## config.mk

```make
export PLATFORM = sky130hd
export DESIGN_NAME = lvds_rx_deframer
export DESIGN_NICKNAME = d
export VERILOG_FILES = /design/src/rtl/lvds_rx_pkg.sv /design/src/rtl/lvds_rx_fifo.sv /design/src/rtl/lvds_rx_deframer.sv
export SDC_FILE = /design/constraint.sdc
export NUM_CORES = 1
export LEC_CHECK = 0
export BUFFER_PORTS_ARGS = -buffer_cell sky130_fd_sc_hd__buf_2
export CAP_MARGIN = 20
export CORE_MARGIN = 2
export CORE_UTILIZATION = 55
export CTS_BUF_LIST = sky130_fd_sc_hd__clkbuf_4 sky130_fd_sc_hd__clkbuf_8
export DETAILED_ROUTE_END_ITERATION = 6
export GPL_TIMING_DRIVEN = 0
export PLACE_DENSITY_LB_ADDON = 0.05
export SLEW_MARGIN = 10
export SYNTH_ARGS = -nofsm -noshare
export SYNTH_HDL_FRONTEND = slang
export SYNTH_SLANG_ARGS = --single-unit
```

## constraint.sdc

```tcl
create_clock -name clk -period 7.55 [get_ports clk]
set_input_delay 1.51 -clock clk [delete_from_list [all_inputs] [get_ports clk]]
set_output_delay 1.51 -clock clk [all_outputs]
set_load 0.05 [all_outputs]
```

## src/rtl/lvds_rx_pkg.sv

```systemverilog
// Shared constants and types for the LVDS receive deframer.
// The word type carries the packed data plus its end-of-frame marker.
package lvds_rx_pkg;

    localparam int LANE_BITS           = 4;
    localparam int BYTES_PER_WORD      = 4;
    localparam int WORD_W              = 32;
    localparam int DEFAULT_FRAME_BYTES = 896;

    typedef struct packed {
        logic              last;
        logic [WORD_W-1:0] data;
    } word_t;

endpackage

```

## src/rtl/lvds_rx_fifo.sv

```systemverilog
// Synchronous first-word-fall-through FIFO with full/empty flags.
// A write at full is accepted only when a read happens in the same cycle.
module lvds_rx_fifo #(
    parameter int DEPTH = 16,
    parameter int WIDTH = 33
) (
    input  logic             clk,
    input  logic             rst_n,
    input  logic             wr_en,
    input  logic [WIDTH-1:0] wr_data,
    input  logic             rd_en,
    output logic [WIDTH-1:0] rd_data,
    output logic             full,
    output logic             empty
);

    localparam int AW = $clog2(DEPTH);

    logic [WIDTH-1:0] mem [DEPTH];
    logic [AW-1:0]    wr_ptr;
    logic [AW-1:0]    rd_ptr;
    logic [AW:0]      count;
    logic             do_rd;
    logic             do_wr;

    assign empty = (count == '0);
    assign full  = (count == (AW+1)'(DEPTH));
    assign do_rd = rd_en & ~empty;
    assign do_wr = wr_en & (~full | do_rd);

    // Head entry is masked while empty so the outputs read 0 straight out of reset.
    assign rd_data = empty ? '0 : mem[rd_ptr];

    // NOTE: storage has no reset; only the pointers and count define what is valid.
    always_ff @(posedge clk) begin
        if (do_wr) begin
            mem[wr_ptr] <= wr_data;
        end
    end

    always_ff @(posedge clk or negedge rst_n) begin
        if (!rst_n) begin
            wr_ptr <= '0;
            rd_ptr <= '0;
            count  <= '0;
        end else begin
            if (do_wr) wr_ptr <= wr_ptr + AW'(1);
            if (do_rd) rd_ptr <= rd_ptr + AW'(1);
            case ({do_wr, do_rd})
                2'b10:   count <= count + (AW+1)'(1);
                2'b01:   count <= count - (AW+1)'(1);
                default: count <= count;
            endcase
        end
    end

endmodule

```

## src/rtl/lvds_rx_deframer.sv

```systemverilog
// Rebuilds bytes from the 2-lane nibble stream, packs them into framed 32-bit words
// and streams them out; LVDS_RX_PATTERN_CHK_EN adds an incrementing-pattern checker.
module lvds_rx_deframer
    import lvds_rx_pkg::*;
#(
    parameter int FRAME_BYTES = DEFAULT_FRAME_BYTES,
    parameter int FIFO_DEPTH  = 16,
    parameter int CNT_W       = 16
) (
    input  logic              clk,
    input  logic              rst_n,
    input  logic              data0,
    input  logic              data1,
    input  logic              flag,
    input  logic              clr_stats,
    output logic [31:0]       m_tdata,
    output logic              m_tvalid,
    input  logic              m_tready,
    output logic              m_tlast,
    output logic [CNT_W-1:0]  frame_cnt,
    output logic [CNT_W-1:0]  drop_cnt,
    output logic [CNT_W-1:0]  sync_err_cnt,
    output logic              ovf_sticky,
    output logic [CNT_W-1:0]  pat_err_cnt
);

    localparam int POS_W  = $clog2(FRAME_BYTES);
    localparam int LANE_W = $clog2(BYTES_PER_WORD);
    localparam int ACC_W  = (BYTES_PER_WORD - 1) * 8;

    logic [1:0]           bit_cnt;
    logic [LANE_BITS-2:0] sr0;
    logic [LANE_BITS-2:0] sr1;
    logic [7:0]           byte_q;
    logic                 byte_vld;
    logic                 sync_err;
    logic [POS_W-1:0]     pos;
    logic [ACC_W-1:0]     acc;
    word_t                wr_word;
    logic                 wr_vld;
    word_t                rd_word;
    logic                 full;
    logic                 empty;
    logic                 rd_fire;
    logic                 drop;
    logic                 wr_ok;

    assign sync_err = ~flag & (bit_cnt != 2'd0);

    // Only the three older bits of each nibble are held; the newest bit is taken live.
    always_ff @(posedge clk or negedge rst_n) begin
        if (!rst_n) begin
            bit_cnt  <= '0;
            sr0      <= '0;
            sr1      <= '0;
            byte_q   <= '0;
            byte_vld <= 1'b0;
        end else begin
            byte_vld <= flag & (bit_cnt == 2'd3);
            if (flag) begin
                bit_cnt <= bit_cnt + 2'd1;
                sr0     <= {data0, sr0[LANE_BITS-2:1]};
                sr1     <= {data1, sr1[LANE_BITS-2:1]};
                if (bit_cnt == 2'd3) begin
                    byte_q <= {data1, sr1, data0, sr0};
                end
            end else begin
                bit_cnt <= '0;
            end
        end
    end

    always_ff @(posedge clk or negedge rst_n) begin
        if (!rst_n) begin
            pos     <= '0;
            acc     <= '0;
            wr_word <= '0;
            wr_vld  <= 1'b0;
        end else begin
            wr_vld <= 1'b0;
            if (sync_err) begin
                pos <= '0;
                acc <= '0;
            end else if (byte_vld) begin
                if (pos[LANE_W-1:0] == LANE_W'(BYTES_PER_WORD - 1)) begin
                    wr_vld       <= 1'b1;
                    wr_word.data <= {byte_q, acc};
                    wr_word.last <= (pos == POS_W'(FRAME_BYTES - 1));
                end else begin
                    acc[{pos[LANE_W-1:0], 3'b000} +: 8] <= byte_q;
                end
                pos <= (pos == POS_W'(FRAME_BYTES - 1)) ? '0 : pos + POS_W'(1);
            end
        end
    end

    assign rd_fire = m_tready & ~empty;
    assign drop    = wr_vld & full & ~rd_fire;
    assign wr_ok   = wr_vld & ~drop;

    lvds_rx_fifo #(
        .DEPTH (FIFO_DEPTH),
        .WIDTH ($bits(word_t))
    ) u_fifo (
        .clk     (clk),
        .rst_n   (rst_n),
        .wr_en   (wr_vld),
        .wr_data (wr_word),
        .rd_en   (m_tready),
        .rd_data (rd_word),
        .full    (full),
        .empty   (empty)
    );

    assign m_tvalid = ~empty;
    assign m_tdata  = rd_word.data;
    assign m_tlast  = rd_word.last;

    always_ff @(posedge clk or negedge rst_n) begin
        if (!rst_n) begin
            frame_cnt    <= '0;
            drop_cnt     <= '0;
            sync_err_cnt <= '0;
            ovf_sticky   <= 1'b0;
        end else if (clr_stats) begin
            frame_cnt    <= '0;
            drop_cnt     <= '0;
            sync_err_cnt <= '0;
            ovf_sticky   <= 1'b0;
        end else begin
            if (wr_ok && wr_word.last && frame_cnt != '1) frame_cnt <= frame_cnt + CNT_W'(1);
            if (drop) begin
                ovf_sticky <= 1'b1;
                if (drop_cnt != '1) drop_cnt <= drop_cnt + CNT_W'(1);
            end
            if (sync_err && sync_err_cnt != '1) sync_err_cnt <= sync_err_cnt + CNT_W'(1);
        end
    end

`ifdef LVDS_RX_PATTERN_CHK_EN
    logic [7:0] prev_byte;
    logic       seeded;

    // The first byte after reset or a sync loss only seeds the expected sequence.
    always_ff @(posedge clk or negedge rst_n) begin
        if (!rst_n) begin
            prev_byte   <= '0;
            seeded      <= 1'b0;
            pat_err_cnt <= '0;
        end else begin
            if (sync_err) begin
                seeded <= 1'b0;
            end else if (byte_vld) begin
                prev_byte <= byte_q;
                seeded    <= 1'b1;
            end
            if (clr_stats) begin
                pat_err_cnt <= '0;
            end else if (byte_vld && seeded && byte_q != prev_byte + 8'd1 && pat_err_cnt != '1) begin
                pat_err_cnt <= pat_err_cnt + CNT_W'(1);
            end
        end
    end
`else
    assign pat_err_cnt = '0;
`endif

endmodule
```

==> key figures <==
Synth
  • Main synth FF type: edfxtp_1
  • Most frequent cell after synthesis: edfxtp_1
  • Synth top area share: 58.6%
  • Post-Syn Area: 0.0271 mm²
  • Post-synthesis simple-gate area fraction: 4.85%
  • Largest family of logic cells by synthesized area: multiplexers
  • Compound-cell area share of the yosys netlist: 2.98%
  • Post-synthesis mux area share: 15.6%
  • Sequential area share after synthesis: 72.2%
  • Post-Synth XOR/XNOR Area: 1.78%
  • Synth unique cells: 57
  • Syn Area/Cell: 18.6 µm²
  • Mapped Cells: 1454
  • #FFs+latches synth: 675
  • Cell taking the most area after synthesis: edfxtp_1
  • Top cells by count, synth: edfxtp_1, dfrtp_1, mux4_2, mux2i_1, nor2_1
  • Ranking of synthesized cells by area: edfxtp_1, dfrtp_1, mux4_2
  • Warning count from the yosys run: 0
  • Post-synth EDFFs: 528
  • Post-synthesis async set-or-reset flop share: 21.8%
  • Post-synthesis adder-cell area fraction: 0.786%

Setup path
  • Worst R2R Path Depth: 9
  • CP max-delay cell: clkbuf_1
  • CP most frequent cell: clkbuf_1
  • Cell family with the largest share of critical-path delay: buffers and inverters
  • Crit-path max cell delay: 0.82 ns
  • CP Data Arrival Time: 4.13 ns
  • Worst Path Max Fanout: 10
  • Critical Path Source Type: register
  • Cell Chain, Critical Path: clkbuf_1 -> clkbuf_1 -> clkbuf_1 -> mux4_2 -> mux2i_1 -> o22ai_1 -> buf_2
  • Crit. End Element: primary output
  • WS Path Type: register to primary output
  • WP depth: 7
  • CP required: 6.04 ns
  • Crit path buf inv count: 4

Routing
  • Number of nets with antenna violations after routing: 0
  • Final routed DRC violation total: 0
  • Routed vias/inst: 5.84
  • Routed WL per cell: 24.4 µm
  • Final WL: 59600 µm
  • Via count: 14300
  • DRT Pass-1 Iters: 5
  • Initial drt markers: 1206

Die
  • Die W: 226 µm
  • Row count: 81
  • Die Ht: 226 µm
  • Starting Density: 55.5%
  • Die ar.: 0.0510 mm²
  • Core footprint: 0.0487 mm²
  • I/O pin count: 106

Worst hold path
  • Worst Hold Class: register to register
  • Hold path depth: 1

Cells and area
  • Area grow syn2layout: 14.6%
  • Layout cells sized above 1: 30.4%
  • Post-route insts no fill: 2447
  • Final Util: 63.6%
  • # nets final: 1717
  • Fillers: 3526

Clock tree
  • CTS Root Cell: clkbuf_8
  • Post-CTS Hold Buffers: 0
  • CTS buffer count: 105
  • Worst skew pair latency: 0.68 ns
  • Clk slew on worst S/H paths: 0.06 ns
  • CTS tree: yes
  • Postcts setup bufs: 0
  • Total clock sinks: 675
  • CTS Buffer Depth: 3
  • H-tree Lvls: 3
  • Resize count post-CTS: 0

Pwr
  • Comb power frac: 26.1%
  • Cell-internal power: 0.00662 W
  • Power density over cell area: 316 mW/mm²
  • NetSw: 0.00316 W
  • Clock group share of total power: 31.7%
  • Switching portion of total power: 32.3%
  • VDD IR-drop max: 0.153 mV
  • P_leak: 11.3 nW
  • Seq pwr share: 42.2%

Timing
  • Fin. Hold Viols: 0
  • Slew headroom: 24.5%
  • Setup Viol. Count Final: 0
  • Final setup margin: 1.91 ns
  • Setup TNS: 0 ns
  • Pins over their slew limit: 0
  • Worst Max-Slew Pin Slew: 1.13 ns
  • Tcrit/Tclk final: 74.7%
  • Clock Skew: 0.0186 ns
  • Fin crit period: 5.64 ns
  • RSZ-0062 raised after global routing: false
  • Achievable Freq: 177 MHz

Global routing
  • Global route overflow: 0
  • Number of global-route vias before repair: 14600
  • Gr usage total: 24.3%
  • First-pass GRT wire length: 90100 µm
  • Initial antenna violation count: 1
  • Largest net degree at the start of global routing: 75

Placed design
  • Placed cells: 2250
  • # port buffers: 88
  • Placer Congestion: 0.830
  • Worst slack, placed: 2.50 ns
  • Placed wire-length estimate: 38100 µm

Run
  • Maxcap violations: 0

Outcome
  • Status: completed
metal layers:
metal | GRT usage [%] | up-vias | routed length [µm] | share of wire, %
met1 | 33.3 | 7417 | 25300 | 42
li1 | - | 6307 | - | -
met5 | 0 | - | 0 | 0
met2 | 40.2 | 464 | 29600 | 50
met4 | 7.80 | 0 | 1380 | 2.3
met3 | 4.22 | 108 | 3310 | 5.6
registers in the layout (all words and copies together) (netlist names):
name / cells
bit_cnt: 2
byte_vld: 1
byte_q: 8
wr_word: 33
frame_cnt: 16
drop_cnt: 16
acc: 24
u_fifo.count: 5
sr1: 3
u_fifo.rd_ptr: 4
wr_vld: 1
sr0: 3
pos: 10
u_fifo.wr_ptr: 4
sync_err_cnt: 16
u_fifo.mem: 528
ovf_sticky: 1
layout by cell type, fill, tap and decap left out, types with 14 or more instances in the layout:
cell / n
a21oi_1: 18
a22o_1: 24
buf_2: 111
buf_4: 25
clkbuf_1: 46
clkbuf_4: 31
clkbuf_8: 117
clkinv_1: 20
clkinv_2: 18
conb_1: 16
dfrtp_1: 147
edfxtp_1: 528
ha_1: 17
inv_1: 14
mux2_2: 49
mux2i_1: 70
mux4_2: 132
nand2_1: 28
nand3_1: 21
nand4_1: 17
nor2_1: 67
nor3_1: 14
o21ai_0: 18
o22ai_1: 33
xnor2_1: 33
xor2_1: 22
final timing paths:
| path | start | end | slack, ns |
|---|---|---|---|
| hold / removal | bit_cnt[0] | bit_cnt[0] | 0.46 |
| hold reg to reg | bit_cnt[0] | bit_cnt[0] | 0.46 |
| max in group asynchronous | rst_n | wr_word[14] | 5.98 |
| min in group asynchronous | rst_n | frame_cnt[4] | 0.77 |
| setup / recovery | u_fifo.rd_ptr[1] | m_tdata[30] | 1.91 |
| setup reg to reg | u_fifo.count[2] | u_fifo.mem[4][13] | 4.42 |
power groups by stage:
stage	Clock, W	Sequential [W]	Combinational, W
2_1_floorplan	0	0.00415	0.00188
3_3_place_gp	0	0.00420	0.00258
3_5_place_dp	0	0.00420	0.00260
4_1_cts	0.00316	0.00413	0.00260
5_1_grt	0.00332	0.00413	0.00272
6_report	0.00310	0.00413	0.00256
per-stage QoR:
| step | power [W] | cell area [µm²] | hold WS [ns] |
|---|---|---|---|
| global placement | 0.00678 | 28400 | 0.446 |
| detailed placement | 0.00680 | 28800 | 0.457 |
| global route | 0.0102 | 31000 | 0.481 |
| floorplan | 0.00604 | 27100 | 0.431 |
| finish | 0.00979 | 31000 | 0.458 |
| CTS | 0.00989 | 31000 | 0.466 |
layout make-up:
cell class,count,area [µm²],area share (%)
Antenna cell,1,2.50,0.00807
Buffer,87,424,1.37
Clock buffer,148,1840,5.94
Clock inverter,48,315,1.02
Inverter,14,52.6,0.169
Multi-Input combinational cell,693,7130,23.0
Sequential cell,675,19500,63.0
Tap cell,664,831,2.68
Timing Repair Buffer,117,868,2.80
cell families (layout without fill, tap and decap cells):
| logic type | count (synthesis) | in the layout |
|---|---|---|
| other | 1 | 17 |
| flip-flops | 675 | 675 |
| AND/OR/NAND/NOR | 234 | 234 |
| multiplexers | 251 | 251 |
| adder cells (fa/ha/maj) | 17 | 17 |
| XOR/XNOR | 55 | 55 |
| AO/OA/AOI/OAI | 120 | 120 |
| buffers and inverters | 101 | 414 |
(Power assumes the default switching activity.)
